**config.mk**
```make
export PLATFORM = sky130hd
export DESIGN_NAME = mat_stream_io
export DESIGN_NICKNAME = d
export VERILOG_FILES = /design/src/rtl/mat_pkg.sv /design/src/rtl/mat_elem_reg.sv /design/src/rtl/mat_stream_io.sv
export SDC_FILE = /design/constraint.sdc
export NUM_CORES = 1
export LEC_CHECK = 0
export ABC_AREA = 1
export BUFFER_PORTS_ARGS = -buffer_cell sky130_fd_sc_hd__buf_4
export CORE_MARGIN = 3
export CORE_UTILIZATION = 45
export CTS_BUF_LIST = sky130_fd_sc_hd__clkbuf_2
export DETAILED_ROUTE_END_ITERATION = 16
export PLACE_DENSITY = 0.8
export SYNTH_ARGS = -nofsm -noshare
export SYNTH_HDL_FRONTEND = slang
export SYNTH_SLANG_ARGS = --single-unit
```
**constraint.sdc**
```tcl
create_clock -name clk -period 13.9 [get_ports clk]
set_input_delay 1.39 -clock clk [delete_from_list [all_inputs] [get_ports clk]]
set_output_delay 1.39 -clock clk [all_outputs]
set_load 0.02 [all_outputs]
```
**src/rtl/mat_pkg.sv**
```systemverilog
// -----------------------------------------------------------------------------
// mat_pkg
// Shared definitions for the matrix stream I/O block.
//   ELEM_W : element width in bits
//   N      : matrix dimension (N x N)
//   NELEM  : number of elements per matrix (N*N)
//   CNT_W  : width of the element counter (must hold 0..NELEM-1)
//   state_t: controller state encoding
// -----------------------------------------------------------------------------
package mat_pkg;

  localparam int ELEM_W = 8;
  localparam int N      = 3;
  localparam int NELEM  = N * N;
  localparam int CNT_W  = 4;

  typedef enum logic [2:0] {
    LOAD_A = 3'd0,
    LOAD_B = 3'd1,
    START  = 3'd2,
    WAIT   = 3'd3,
    UNLOAD = 3'd4
  } state_t;

endpackage

```
**src/rtl/mat_elem_reg.sv**
```systemverilog
// -----------------------------------------------------------------------------
// mat_elem_reg
// NUM-entry element register with a single indexed write port and a flat,
// always-visible read of all entries (entry i at flat[i*W +: W]).
// Ports:
//   clk     : clock, rising edge
//   reset   : asynchronous active-high reset, clears every entry
//   wr_en   : write strobe
//   wr_idx  : entry to write
//   wr_data : element value written
//   flat    : concatenation of all entries, entry 0 in the LSBs
// -----------------------------------------------------------------------------
module mat_elem_reg
  import mat_pkg::*;
#(
  parameter int W     = mat_pkg::ELEM_W,
  parameter int NUM   = mat_pkg::NELEM,
  parameter int IDX_W = CNT_W
) (
  input  logic               clk,
  input  logic               reset,
  input  logic               wr_en,
  input  logic [IDX_W-1:0]   wr_idx,
  input  logic [W-1:0]       wr_data,
  output logic [NUM*W-1:0]   flat
);

  genvar gi;
  generate
    for (gi = 0; gi < NUM; gi++) begin : g_elem
      logic [W-1:0] elem_reg;

      always_ff @(posedge clk or posedge reset) begin
        if (reset) begin
          elem_reg <= '0;
        end else if (wr_en && (wr_idx == IDX_W'(gi))) begin
          elem_reg <= wr_data;
        end
      end

      assign flat[gi*W +: W] = elem_reg;
    end
  endgenerate

endmodule

```
**src/rtl/mat_stream_io.sv**
```systemverilog
// -----------------------------------------------------------------------------
// mat_stream_io
// Streams two N x N matrices in (A then B, row-major), hands them to an
// external multiplier with a one-cycle start pulse, captures the result on
// the multiplier's done pulse and streams it out row-major.
// Ports:
//   clk, reset          : clock (rising edge), async active-high reset
//   in_valid/in_data    : upstream element stream
//   in_ready            : high while loading A or B
//   A_flat, B_flat      : assembled operand matrices (element m,n at m*N+n)
//   mm_start            : one-cycle start pulse to the multiplier
//   mm_done, C_flat     : multiplier completion pulse and result
//   out_valid/out_data  : downstream result element stream
//   out_last            : marks the final result element
//   out_ready           : downstream backpressure
//   busy                : low only when idle in LOAD_A with nothing received
// -----------------------------------------------------------------------------
module mat_stream_io #(
  parameter int ELEM_W = mat_pkg::ELEM_W,
  parameter int N      = mat_pkg::N
) (
  input  logic                      clk,
  input  logic                      reset,
  input  logic                      in_valid,
  input  logic [ELEM_W-1:0]         in_data,
  output logic                      in_ready,
  output logic [N*N*ELEM_W-1:0]     A_flat,
  output logic [N*N*ELEM_W-1:0]     B_flat,
  output logic                      mm_start,
  input  logic                      mm_done,
  input  logic [N*N*ELEM_W-1:0]     C_flat,
  output logic                      out_valid,
  output logic [ELEM_W-1:0]         out_data,
  output logic                      out_last,
  input  logic                      out_ready,
  output logic                      busy
);

  import mat_pkg::state_t;
  import mat_pkg::CNT_W;
  import mat_pkg::LOAD_A;
  import mat_pkg::LOAD_B;
  import mat_pkg::START;
  import mat_pkg::WAIT;
  import mat_pkg::UNLOAD;

  localparam int NELEM  = N * N;
  localparam int FLAT_W = NELEM * ELEM_W;
  localparam logic [CNT_W-1:0] LAST_IDX = CNT_W'(NELEM - 1);

  state_t              state_reg;
  logic [CNT_W-1:0]    cnt_reg;
  logic [CNT_W-1:0]    cnt_inc;
  logic                in_ready_reg;
  logic                mm_start_reg;
  logic                out_valid_reg;
  logic [ELEM_W-1:0]   out_data_reg;
  logic                out_last_reg;
  logic                busy_reg;
  logic [FLAT_W-1:0]   c_reg;

  logic                in_xfer;
  logic                out_xfer;
  logic                wr_a;
  logic                wr_b;

  // in_ready_reg is only ever high in LOAD_A/LOAD_B, so a transfer implies
  // one of the two load states.
  assign in_xfer  = in_valid && in_ready_reg;
  assign out_xfer = out_valid_reg && out_ready;
  assign cnt_inc  = cnt_reg + CNT_W'(1);
  assign wr_a     = in_xfer && (state_reg == LOAD_A);
  assign wr_b     = in_xfer && (state_reg == LOAD_B);

  // Operand storage: written element by element while loading, untouched
  // otherwise, so the multiplier sees stable operands from START onward.
  mat_elem_reg #(
    .W     (ELEM_W),
    .NUM   (NELEM),
    .IDX_W (CNT_W)
  ) u_a_reg (
    .clk     (clk),
    .reset   (reset),
    .wr_en   (wr_a),
    .wr_idx  (cnt_reg),
    .wr_data (in_data),
    .flat    (A_flat)
  );

  mat_elem_reg #(
    .W     (ELEM_W),
    .NUM   (NELEM),
    .IDX_W (CNT_W)
  ) u_b_reg (
    .clk     (clk),
    .reset   (reset),
    .wr_en   (wr_b),
    .wr_idx  (cnt_reg),
    .wr_data (in_data),
    .flat    (B_flat)
  );

  // Controller with registered outputs. Every output register is updated
  // on the same edge as the state change it belongs to, which gives the
  // single-cycle latencies transfer->mm_start and mm_done->out_valid.
  always_ff @(posedge clk or posedge reset) begin
    if (reset) begin
      state_reg     <= LOAD_A;
      cnt_reg       <= '0;
      in_ready_reg  <= 1'b0;
      mm_start_reg  <= 1'b0;
      out_valid_reg <= 1'b0;
      out_data_reg  <= '0;
      out_last_reg  <= 1'b0;
      busy_reg      <= 1'b0;
      c_reg         <= '0;
    end else begin
      case (state_reg)
        LOAD_A: begin
          in_ready_reg <= 1'b1;
          if (in_xfer) begin
            busy_reg <= 1'b1;
            if (cnt_reg == LAST_IDX) begin
              cnt_reg   <= '0;
              state_reg <= LOAD_B;
            end else begin
              cnt_reg <= cnt_inc;
            end
          end
        end

        LOAD_B: begin
          if (in_xfer) begin
            if (cnt_reg == LAST_IDX) begin
              cnt_reg      <= '0;
              state_reg    <= START;
              in_ready_reg <= 1'b0;
              mm_start_reg <= 1'b1;
            end else begin
              cnt_reg <= cnt_inc;
            end
          end
        end

        START: begin
          mm_start_reg <= 1'b0;
          state_reg    <= WAIT;
        end

        WAIT: begin
          // C_flat is only guaranteed valid in the done cycle, so the first
          // output element is taken straight from it rather than from c_reg.
          if (mm_done) begin
            c_reg         <= C_flat;
            state_reg     <= UNLOAD;
            out_valid_reg <= 1'b1;
            out_data_reg  <= C_flat[ELEM_W-1:0];
            out_last_reg  <= (LAST_IDX == '0);
          end
        end

        UNLOAD: begin
          if (out_xfer) begin
            if (cnt_reg == LAST_IDX) begin
              cnt_reg       <= '0;
              state_reg     <= LOAD_A;
              out_valid_reg <= 1'b0;
              out_data_reg  <= '0;
              out_last_reg  <= 1'b0;
              in_ready_reg  <= 1'b1;
              busy_reg      <= 1'b0;
            end else begin
              cnt_reg      <= cnt_inc;
              out_data_reg <= c_reg[cnt_inc*ELEM_W +: ELEM_W];
              out_last_reg <= (cnt_inc == LAST_IDX);
            end
          end
        end

        default: begin
          state_reg     <= LOAD_A;
          cnt_reg       <= '0;
          in_ready_reg  <= 1'b1;
          mm_start_reg  <= 1'b0;
          out_valid_reg <= 1'b0;
          out_data_reg  <= '0;
          out_last_reg  <= 1'b0;
          busy_reg      <= 1'b0;
        end
      endcase
    end
  end

  assign in_ready  = in_ready_reg;
  assign mm_start  = mm_start_reg;
  assign out_valid = out_valid_reg;
  assign out_data  = out_data_reg;
  assign out_last  = out_last_reg;
  assign busy      = busy_reg;

endmodule

```
==> metrics.md, run 1 <==
| Metric | Value |
|---|---|
| Cell Chain, Critical Path | `inv_1, ha_1, clkinv_1, nand3_1, nand3_1, nand3_1, nand2_1, nand2_1, nand2_1, nand2_1, nand2_1` |
| Max-slew headroom | `0.296` |
| DP Worst Slack | `10.45 ns` |
| Port Buffer Count | `241` |
| Register area | `5910 sq um` |
| FF+latch count, synth | `~240` |
| Mapped Cells | `1075` |
| Metal2 WL | `~13 mm` |
| GRT Overall Usage | `0.229` |
| WL met1 | `between 10 and 15 mm` |
| Crit. End Element | `register` |
| Synth top area cells | `dfrtp_1, nand2_1, o21ai_0` |
| Buf/Inv on CP | `2` |
| Grt ovf | `0` |
| Setup crit start kind | `register` |
| Total chip power | `between 2000 and 3000 uW` |
| Die Wd | `154 um` |
| Hold path depth | `2` |
| Yosys Warn Count | `0` |
| Pleak | `around 0.0067 uW` |
| Peak supply drop | `roughly 150 uV` |
| Post-Route WL | `27.4 mm` |
| Final #Nets | `approximately 1400` |
| Hold Violations, Final | `0` |
| Crit Path Category | `reg -> reg` |
| Post-route ant nets | `0` |
| Clk_lat worst skew | `0.85 ns` |
| # rows | `53` |
| # resized after CTS | `0` |
| Initial core utilization | `0.464` |
| Core area | `21200 sq um` |
| Commonest non-fill, non-tap cell in the layout | `nand2_1` |
| R2R Path Start | `cnt_reg[0]` |
| Worst r2r path cells | `11` |
| Crit share post-route | `0.256` |
| Area Overhead vs Synth | `24.8%` |
| Critical path's slowest cell | `inv_1` |
| Reg clk slew, reported paths | `0.09 ns` |
| Status | `finished clean` |
| Syn_nets | `around 1200` |
| Vias in the first global route | `around 8400` |
| Metal3 WL | `2.35 mm` |
| Main synth FF type | `dfrtp_1` |
| Commonest cells after routing, fill and taps aside | `nand2_1, buf_4, dfrtp_1, inv_1` |
| End of the worst register-to-register path | `out_data[4]` |
| Synthesized area | `9840 sq um` |
| CP top delay family | `buffers and inverters` |
| Max-slew violations | `0` |
| DRC Markers | `0` |
| Cell taking the most area after synthesis | `dfrtp_1` |
| Worst hold path class | `reg -> reg` |
| Post-CTS Hold Buffers | `0` |
| Sequential cell area fraction in the yosys report | `0.600` |
| Final worst setup slack | `~10 ns` |
| DR pass1 iterations | `5` |
| Layout cells sized above 1 | `0.272` |
| Final setup vio count | `0` |
| Fillcell total | `between 1500 and 2000` |
| Sink Count | `around 240` |
| WL/cell | `16.6 um` |
| Worst hold slack | `0.494 ns` |
| Uppermost layer routed | `met4` |
| Setup TNS | `0 ns` |
| EDFF count, synth | `0` |
| Slowest stage delay, CP | `0.74 ns` |
| Post-CTS Setup Bufs | `0` |
| CP Max Fanout | `33` |
| Die ar. | `23700 sq um` |
| Max Freq | `281 MHz` |
| P per Cell Area | `236 nW/um^2` |
| DR vias | `slightly above 8000` |
| Critical Path Most Common Cell | `nand2_1` |
| Chip height | `154 um` |
| MaxCap Viol Count | `0` |
| Initial DRC count | `~670` |
| Maximum buffer depth of the clock tree | `3` |
| Multi-input gate area | `~3300 sq um` |
| Worst Tran Pin Value | `between 1 and 1.5 ns` |
| Via density | `5.04` |
| Half-perimeter wire length after placement | `approximately 19 mm` |
| WP data required | `14.57 ns` |
| Clock skew | `around 0.080 ns` |
| Crit path DAT | `around 4.2 ns` |
| Fraction of registers with async set/reset | `1.00` |
| I/O pins | `242` |
| Synth top area share | `0.600` |
| Cell variety after synth | `31` |
| Antenna violations before repair | `1` |
| Clk root buf | `clkbuf_2` |
| Max H-tree Level | `2` |
| Largest net degree at the start of global routing | `approximately 150` |
| R2R Setup Slk | `10.34 ns` |
| Global-route wire length before repair | `43.9 mm` |
| Min Clock Period, post-route | `3.56 ns` |
| RSZ-0062 raised after global routing | `false` |
| CTS buffer count | `59` |
| Synth Area per Inst | `9.15 sq um` |
| CTS tree | `yes` |
| Worst Hold End | `u_a_reg.g_elem[4].elem_reg[6]` |
| RePlAce Congestion | `0.838` |
| Hold_sp | `u_a_reg.g_elem[4].elem_reg[6]` |
[how the worst max path moves through the flow]
stage                     startpoint                       endpoint  cells after the start
after floorplan                reset                           busy                      1
after global placement    cnt_reg[0]                    out_data[4]                     11
after detailed placement       reset  u_a_reg.g_elem[1].elem_reg[1]                      3
after CTS                 cnt_reg[0]                    out_data[4]                     11
after global routing      cnt_reg[0]                    out_data[6]                     11
final                     cnt_reg[0]                    out_data[4]                     11
[Yosys cell counts, types with 2 or more instances]
cell	instances
a21oi_1	55
buf_1	7
buf_2	11
buf_6	9
clkbuf_1	24
dfrtp_1	236
ha_1	5
inv_1	90
inv_2	2
mux2_2	17
nand2_1	293
nand2_4	9
nand3_1	69
nand4_1	4
nor2_1	69
nor2_2	2
nor2_4	3
o21ai_0	82
o21ai_1	73
o22ai_1	2
xor2_1	3
[per-layer routing]
| layer | global-route usage | vias up |
|---|---|---|
| li1 | - | 3994 |
| met1 | 0.290 | 3930 |
| met2 | 0.381 | 306 |
| met3 | 0.0695 | 62 |
| met4 | 0.0728 | 0 |
| met5 | 0 | - |
[area by class of cell]
class	instances	share of cell area
diodes	1	0.000204
clock inverters	19	0.00907
flip-flops and latches	236	0.481
repair buffers	244	0.149
well taps	275	0.0280
multi-input cells	694	0.270
inverters	93	0.0291
clock buffers	82	0.0334
[through the flow]
step	utilization	cell area [sq um]	instances
2_1_floorplan	-	9840	1075
3_3_place_gp	0.554	11700	1542
3_5_place_dp	0.554	11700	1542
4_1_cts	0.578	12300	1643
5_1_grt	0.578	12300	1644
6_report	0.578	12300	1644
[tightest hold or removal path, cell delays in order, from the launching register on]
cell and delay, ns:
dfrtp_1 0.35, nand2_1 0.05, o21ai_0 0.06
[kinds of logic (layout without fill, tap and decap cells)]
logic type,after synthesis,count (layout),share of synthesized area
flops,236,236,0.600
buf+inv,145,438,0.0640
xor+xnor,4,4,0.00356
simple gates,454,454,0.196
fa+ha+maj,5,5,0.00636
mux,18,18,0.0205
other cells,0,1,0
compound gates,213,213,0.109
[report_power, final]
group,switching (uW),internal (uW),total (uW)
combinational,828,496,1320
sequential,151,966,1120
clock,277,179,456
total,1260,1640,2900
Power figures use the tool's default switching activity.
==> run 2, diff against run 1 <==
Settings changed: ABC_AREA 1 to 0.
Clock period 13.9 ns to 3.69 ns, I/O delays scaled along.
==> metrics.md, run 2 <==
| Metric | Value |
|---|---|
| Die Wd | `154 um (about the same)` |
| Setup TNS | `0 ns (unchanged)` |
| Via density | `5.18 (was 5.04)` |
| FF+latch count, synth | `236 (unchanged)` |
| WL/cell | `18.7 um (was 16.6 um)` |
| Main synth FF type | `dfrtp_1 (unchanged)` |
| Final worst setup slack | `0.884 ns (was 10.34 ns)` |
| Cell taking the most area after synthesis | `dfrtp_1 (unchanged)` |
| Hold Violations, Final | `0 (unchanged)` |
| # rows | `53 (unchanged)` |
| Global-route wire length before repair | `43.7 mm (was 43.9 mm)` |
| Post-CTS Setup Bufs | `0 (unchanged)` |
| Clk root buf | `clkbuf_2 (unchanged)` |
| Largest net degree at the start of global routing | `120 (was 151)` |
| Synth top area share | `0.597 (was 0.600)` |
| Max H-tree Level | `2 (unchanged)` |
| Synthesized area | `9880 sq um (was 9840 sq um)` |
| Crit path DAT | `3.52 ns (was 4.24 ns)` |
| EDFF count, synth | `0 (unchanged)` |
| RePlAce Congestion | `0.906 (was 0.838)` |
| Clock skew | `0.0706 ns (was 0.0803 ns)` |
| Most frequent cell after synthesis | `nand2_1 (unchanged)` |
| DR pass1 iterations | `5 (unchanged)` |
| Min Clock Period, post-route | `2.81 ns (was 3.56 ns)` |
| Chip height | `154 um (about the same)` |
| Pleak | `0.00714 uW (was 0.00667 uW)` |
| Initial core utilization | `0.464 (about the same)` |
| Synth Area per Inst | `12.1 sq um (was 9.15 sq um)` |
| # resized after CTS | `0 (unchanged)` |
| Max Freq | `356 MHz (was 281 MHz)` |
| Clk_lat worst skew | `0.79 ns (was 0.85 ns)` |
| Setup crit start kind | `register (unchanged)` |
| Crit Path Category | `reg -> reg (unchanged)` |
| Crit. End Element | `register (unchanged)` |
| DP Worst Slack | `0.991 ns (was 10.45 ns)` |
| Max-slew headroom | `0.312 (was 0.296)` |
| Yosys Warn Count | `0 (unchanged)` |
| Fraction of registers with async set/reset | `1.00 (unchanged)` |
| Synth top area cells | `dfrtp_1, mux2_2, nand2_1 (was dfrtp_1, nand2_1, o21ai_0)` |
| Worst hold path class | `in -> reg (was reg -> reg)` |
| I/O pins | `242 (unchanged)` |
| RSZ-0062 raised after global routing | `false (unchanged)` |
| Crit share post-route | `0.760 (was 0.256)` |
| CP Max Fanout | `14 (was 33)` |
| Cell variety after synth | `47 (was 31)` |
| DRC Markers | `0 (unchanged)` |
| Post-Place Cell Area | `12000 sq um (was 11700 sq um)` |
| Reg clk slew, reported paths | `0.10 ns (was 0.09 ns)` |
| Core area | `21300 sq um (was 21200 sq um)` |
| Final #Nets | `1261 (was 1418)` |
| Maximum buffer depth of the clock tree | `3 (unchanged)` |
| Initial DRC count | `432 (was 674)` |
| Final instance area | `13300 sq um (was 12300 sq um)` |
| Commonest cells after routing, fill and taps aside | `buf_4, nand2_1, dfrtp_1, mux2_2 (was nand2_1, buf_4, dfrtp_1, inv_1)` |
| MaxCap Viol Count | `0 (unchanged)` |
| CTS tree | `yes (unchanged)` |
| Mapped Cells | `817 (was 1075)` |
| Peak supply drop | `202 uV (was 148 uV)` |
| Status | `finished clean (unchanged)` |
| GRT Overall Usage | `0.231 (was 0.229)` |
| Commonest non-fill, non-tap cell in the layout | `buf_4 (was nand2_1)` |
| Grt ovf | `0 (unchanged)` |
| Sink Count | `236 (unchanged)` |
| WP data required | `4.40 ns (was 14.57 ns)` |
| Syn_nets | `907 (was 1165)` |
| Post-Route WL | `27.8 mm (was 27.4 mm)` |
| Sequential cell area fraction in the yosys report | `0.597 (was 0.600)` |
| Worst hold slack | `0.104 ns (was 0.494 ns)` |
| Die ar. | `23800 sq um (was 23700 sq um)` |
| Final Core Density | `0.623 (was 0.578)` |
| Layout cells sized above 1 | `0.431 (was 0.272)` |
| P per Cell Area | `333 nW/um^2 (was 236 nW/um^2)` |
| CTS buffer count | `57 (was 59)` |
| Commonest cells in the synthesized netlist | `nand2_1, dfrtp_1, mux2_2 (was nand2_1, dfrtp_1, inv_1)` |
| Worst Tran Pin Value | `1.03 ns (was 1.06 ns)` |
| Final setup vio count | `0 (unchanged)` |
| Port Buffer Count | `241 (unchanged)` |
| Area Overhead vs Synth | `34.3% (was 24.8%)` |
| Antenna violations before repair | `2 (was 1)` |
| Max-slew violations | `0 (unchanged)` |
| Post-route ant nets | `0 (unchanged)` |
| R2R Setup Slk | `0.88 ns (was 10.34 ns)` |
| DR vias | `7706 (was 8292)` |
| Vias in the first global route | `8146 (was 8352)` |
| Half-perimeter wire length after placement | `18.2 mm (was 18.8 mm)` |
run 2: cell types whose count changed in the layout (fill, tap and decap cells not counted), moves of 5 or more:
| cell | delta |
|---|---|
| a21oi_1 | -50 |
| o22ai_1 | +7 |
| inv_1 | -70 |
| dlygate4sd3_1 | +83 |
| nand3_1 | -57 |
| mux4_2 | +16 |
| mux2_2 | +123 |
| nand2_1 | -47 |
| nand4_1 | +5 |
| o21ai_0 | -73 |
| nand2_4 | -10 |
| nand2_2 | +15 |
| o21ai_1 | -72 |
| nor2_1 | -61 |
run 2: cell type report:
type,count,area (sq um)
antenna,2,5.00
fill,1631,8020
inverter,20,78.8
multi-input combinational,524,3730
sequential,236,5910
timing repair buffer,332,2730
clock inverter,15,62.6
clock buffer,83,415
tap,275,344
run 2: metrics by stage:
step / cells / total power (uW)
4_1_cts: 1485 / 4470
5_1_grt: 1487 / 4630
6_report: 1487 / 4430
2_1_floorplan: 817 / 2690
3_5_place_dp: 1304 / 2790
3_3_place_gp: 1304 / 2790
run 2: kinds of logic after synthesis:
family          share of synthesized area
flops                               0.597
xor+xnor                         0.000886
mux                                 0.202
fa+ha+maj                         0.00633
compound gates                     0.0259
buf+inv                            0.0253
simple gates                        0.143
run 2: critical path: stages (launching register included):
cell	delay, ns
dfrtp_1	0.50
inv_1	0.12
ha_1	0.31
nand3b_1	0.41
nand3_1	0.20
nor2_1	0.77
nand3_1	0.22
nand4_1	0.18
run 2: final timing paths:
kind	start	endpoint	cells past startpoint
worst max-delay path	cnt_reg[1]	out_data[2]	7
worst min-delay path	out_ready	state_reg[2]	4
worst max register to register	cnt_reg[1]	out_data[2]	7
worst min register to register	c_reg[6]	c_reg[6]	2
max in group asynchronous	reset	u_a_reg.g_elem[7].elem_reg[2]	4
min in group asynchronous	reset	u_b_reg.g_elem[5].elem_reg[0]	4
run 2: where the power goes:
group          switching (uW)  internal, uW
logic                     111           120
clock network            1010           599
registers                   0          2580
run 2: metal layers:
metal  part of all wire  routed length, um  track usage
met2               0.50              13800        0.386
met3              0.058               1610       0.0501
met4              0.048               1350        0.112
met5                  0                  0            0
met1               0.40              11100        0.285
run 2: what timing repair did:
action | in CTS | in global routing
hold buffers | 83 | 0
endpoints found under the hold margin | 441 | 0
endpoints found under the setup margin | 0 | 0
==> run 3, diff against run 2 <==
Settings changed: PLACE_DENSITY 0.8 to 0.83.
Clock period 3.69 ns to 2.5 ns, I/O delays scaled along.
==> metrics.md, run 3 (same netlist as run 2, synthesis figures left out) <==
| Metric | Value |
|---|---|
| CTS buffer count | `58 (was 57)` |
| Pleak | `0.00739 uW (was 0.00714 uW)` |
| Die ar. | `23800 sq um (unchanged)` |
| P per Cell Area | `495 nW/um^2 (was 333 nW/um^2)` |
| Critical path's slowest cell | `a211oi_4 (was nor2_1)` |
| Max H-tree Level | `2 (unchanged)` |
| Final #Nets | `1297 (was 1261)` |
| Commonest non-fill, non-tap cell in the layout | `buf_4 (unchanged)` |
| MaxCap Viol Count | `0 (unchanged)` |
| Peak supply drop | `286 uV (was 202 uV)` |
| Chip height | `154 um (unchanged)` |
| Max-slew violations | `0 (unchanged)` |
| WP data required | `3.20 ns (was 4.40 ns)` |
| Post-route ant nets | `0 (unchanged)` |
| Worst hold path class | `in -> async (was in -> reg)` |
| Setup TNS | `0 ns (unchanged)` |
| Fillcell total | `1610 (was 1631)` |
| Initial DRC count | `505 (was 432)` |
| RePlAce Congestion | `0.868 (was 0.906)` |
| Max-slew headroom | `0.460 (was 0.312)` |
| CP Max Fanout | `12 (was 14)` |
| Half-perimeter wire length after placement | `18.8 mm (was 18.2 mm)` |
| CTS tree | `yes (unchanged)` |
| Clock skew | `0.0791 ns (was 0.0706 ns)` |
| Vias in the first global route | `8557 (was 8146)` |
| Status | `finished clean (unchanged)` |
| Grt ovf | `0 (unchanged)` |
| Crit Path Category | `reg -> reg (unchanged)` |
| R2R Path Start | `cnt_reg[0] (was cnt_reg[1])` |
| Post-Place Cell Area | `12100 sq um (was 12000 sq um)` |
| GRT Overall Usage | `0.240 (was 0.231)` |
| RSZ-0062 raised after global routing | `false (unchanged)` |
| WL/cell | `18.8 um (was 18.7 um)` |
| Crit path DAT | `3.05 ns (was 3.52 ns)` |
| Final worst setup slack | `0.150 ns (was 0.884 ns)` |
| I/O pins | `242 (unchanged)` |
| Reg clk slew, reported paths | `0.12 ns (was 0.10 ns)` |
| CP top delay family | `simple AND/OR/NAND/NOR gates (unchanged)` |
| Crit share post-route | `0.940 (was 0.760)` |
| R2R Setup Slk | `0.15 ns (was 0.88 ns)` |
| DRC Markers | `0 (unchanged)` |
| Cell Chain, Critical Path | `buf_4, ha_1, nand2_2, or3_4, a211oi_4, nand3_1, nand4_1 (was inv_1, ha_1, nand3b_1, nand3_1, nor2_1, nand3_1, nand4_1)` |
| Buf/Inv on CP | `1 (unchanged)` |
| Post-CTS Setup Bufs | `0 (unchanged)` |
| Worst Tran Pin Value | `0.808 ns (was 1.03 ns)` |
| Maximum buffer depth of the clock tree | `3 (unchanged)` |
| DP Worst Slack | `0.248 ns (was 0.991 ns)` |
| Via density | `5.22 (was 5.18)` |
| Crit. End Element | `register (unchanged)` |
| # rows | `53 (unchanged)` |
| Non-Filler Instances | `1523 (was 1487)` |
| Setup crit start kind | `register (unchanged)` |
| Die Wd | `154 um (unchanged)` |
| Min Clock Period, post-route | `2.35 ns (was 2.81 ns)` |
| Initial core utilization | `0.464 (unchanged)` |
| Commonest cells after routing, fill and taps aside | `buf_4, nand2_1, dfrtp_1, mux2_2, dlygate4sd3_1 (was buf_4, nand2_1, dfrtp_1, mux2_2)` |
| Global-route wire length before repair | `45.7 mm (was 43.7 mm)` |
| Worst r2r path cells | `7 (unchanged)` |
| Layout cells sized above 1 | `0.431 (about the same)` |
| Placed cell count | `1316 (was 1304)` |
| Port Buffer Count | `241 (unchanged)` |
| Core area | `21300 sq um (unchanged)` |
| Post-Route WL | `28.6 mm (was 27.8 mm)` |
| Clk root buf | `clkbuf_2 (unchanged)` |
| DR pass1 iterations | `6 (was 5)` |
| Antenna violations before repair | `1 (was 2)` |
| DR vias | `7944 (was 7706)` |
| Area Overhead vs Synth | `38.8% (was 34.3%)` |
| Sink Count | `236 (unchanged)` |
| Clk_lat worst skew | `0.83 ns (was 0.79 ns)` |
| Final Core Density | `0.645 (was 0.623)` |
| Final setup vio count | `0 (unchanged)` |
| Largest net degree at the start of global routing | `74 (was 120)` |
| Slowest stage delay, CP | `0.45 ns (was 0.77 ns)` |
| Final instance area | `13700 sq um (was 13300 sq um)` |
| Hold Violations, Final | `0 (unchanged)` |
| End of the worst register-to-register path | `out_data[5] (was out_data[2])` |
| Max Freq | `426 MHz (was 356 MHz)` |
[run 3: cell types whose count changed in the layout (fill, tap and decap cells not counted), sizes merged]
cell and change:
dlygate4sd3 +23, buf +12, bufinv +2, clkbuf -2
clkinv +2, diode -1
[run 3: routing by layer]
metal	GRT usage	vias to the layer above	routed length, um
li1	-	3580	-
met1	0.296	3922	11200
met2	0.401	348	14300
met3	0.0574	94	1850
met4	0.111	0	1240
met5	0	-	0
[run 3: what timing repair did]
item / 4_1_cts / 5_1_grt
hold endpoints to repair: 345 / 0
hold buffers: 106 / 0
setup endpoints to repair: 0 / 11
resized for setup: 0 / 3
[run 3: layout make-up]
type	count	area [sq um]	share of cell area
Sequential cell	236	5910	0.430
Multi-Input combinational cell	524	3750	0.274
Timing Repair Buffer	367	3100	0.226
Clock buffer	81	405	0.0295
Tap cell	275	344	0.0251
Clock inverter	19	135	0.00985
Inverter	20	78.8	0.00575
Antenna cell	1	2.50	0.000182
[run 3: tightest hold or removal path: stages]
cell and delay, ns:
dlygate4sd3_1 0.54, buf_4 0.14, clkinvlp_4 0.53
[run 3: worst max path at each step]
| stage | startpoint | to | slack, ns | cells after the start |
|---|---|---|---|---|
| 2_1_floorplan | reset | busy | -0.84 | 1 |
| 3_3_place_gp | cnt_reg[0] | out_data[7] | 0.34 | 8 |
| 3_5_place_dp | cnt_reg[0] | out_data[7] | 0.25 | 8 |
| 4_1_cts | state_reg[0] | c_reg[38] | 0.17 | 6 |
| 5_1_grt | cnt_reg[0] | out_data[5] | 0.05 | 7 |
| 6_report | cnt_reg[0] | out_data[5] | 0.15 | 7 |
[run 3: stage by stage]
stage	hold slack (ns)	total power, uW
3_3_place_gp	0.436	4140
2_1_floorplan	0.355	3960
3_5_place_dp	0.443	4140
5_1_grt	0.0593	7120
4_1_cts	0.0501	6860
6_report	0.0958	6790
[run 3: where the power goes]
group | internal (uW) | switching [uW] | total (uW)
clock network | 1090 | 1530 | 2620
logic | 189 | 172 | 362
registers | 3810 | 0 | 3810
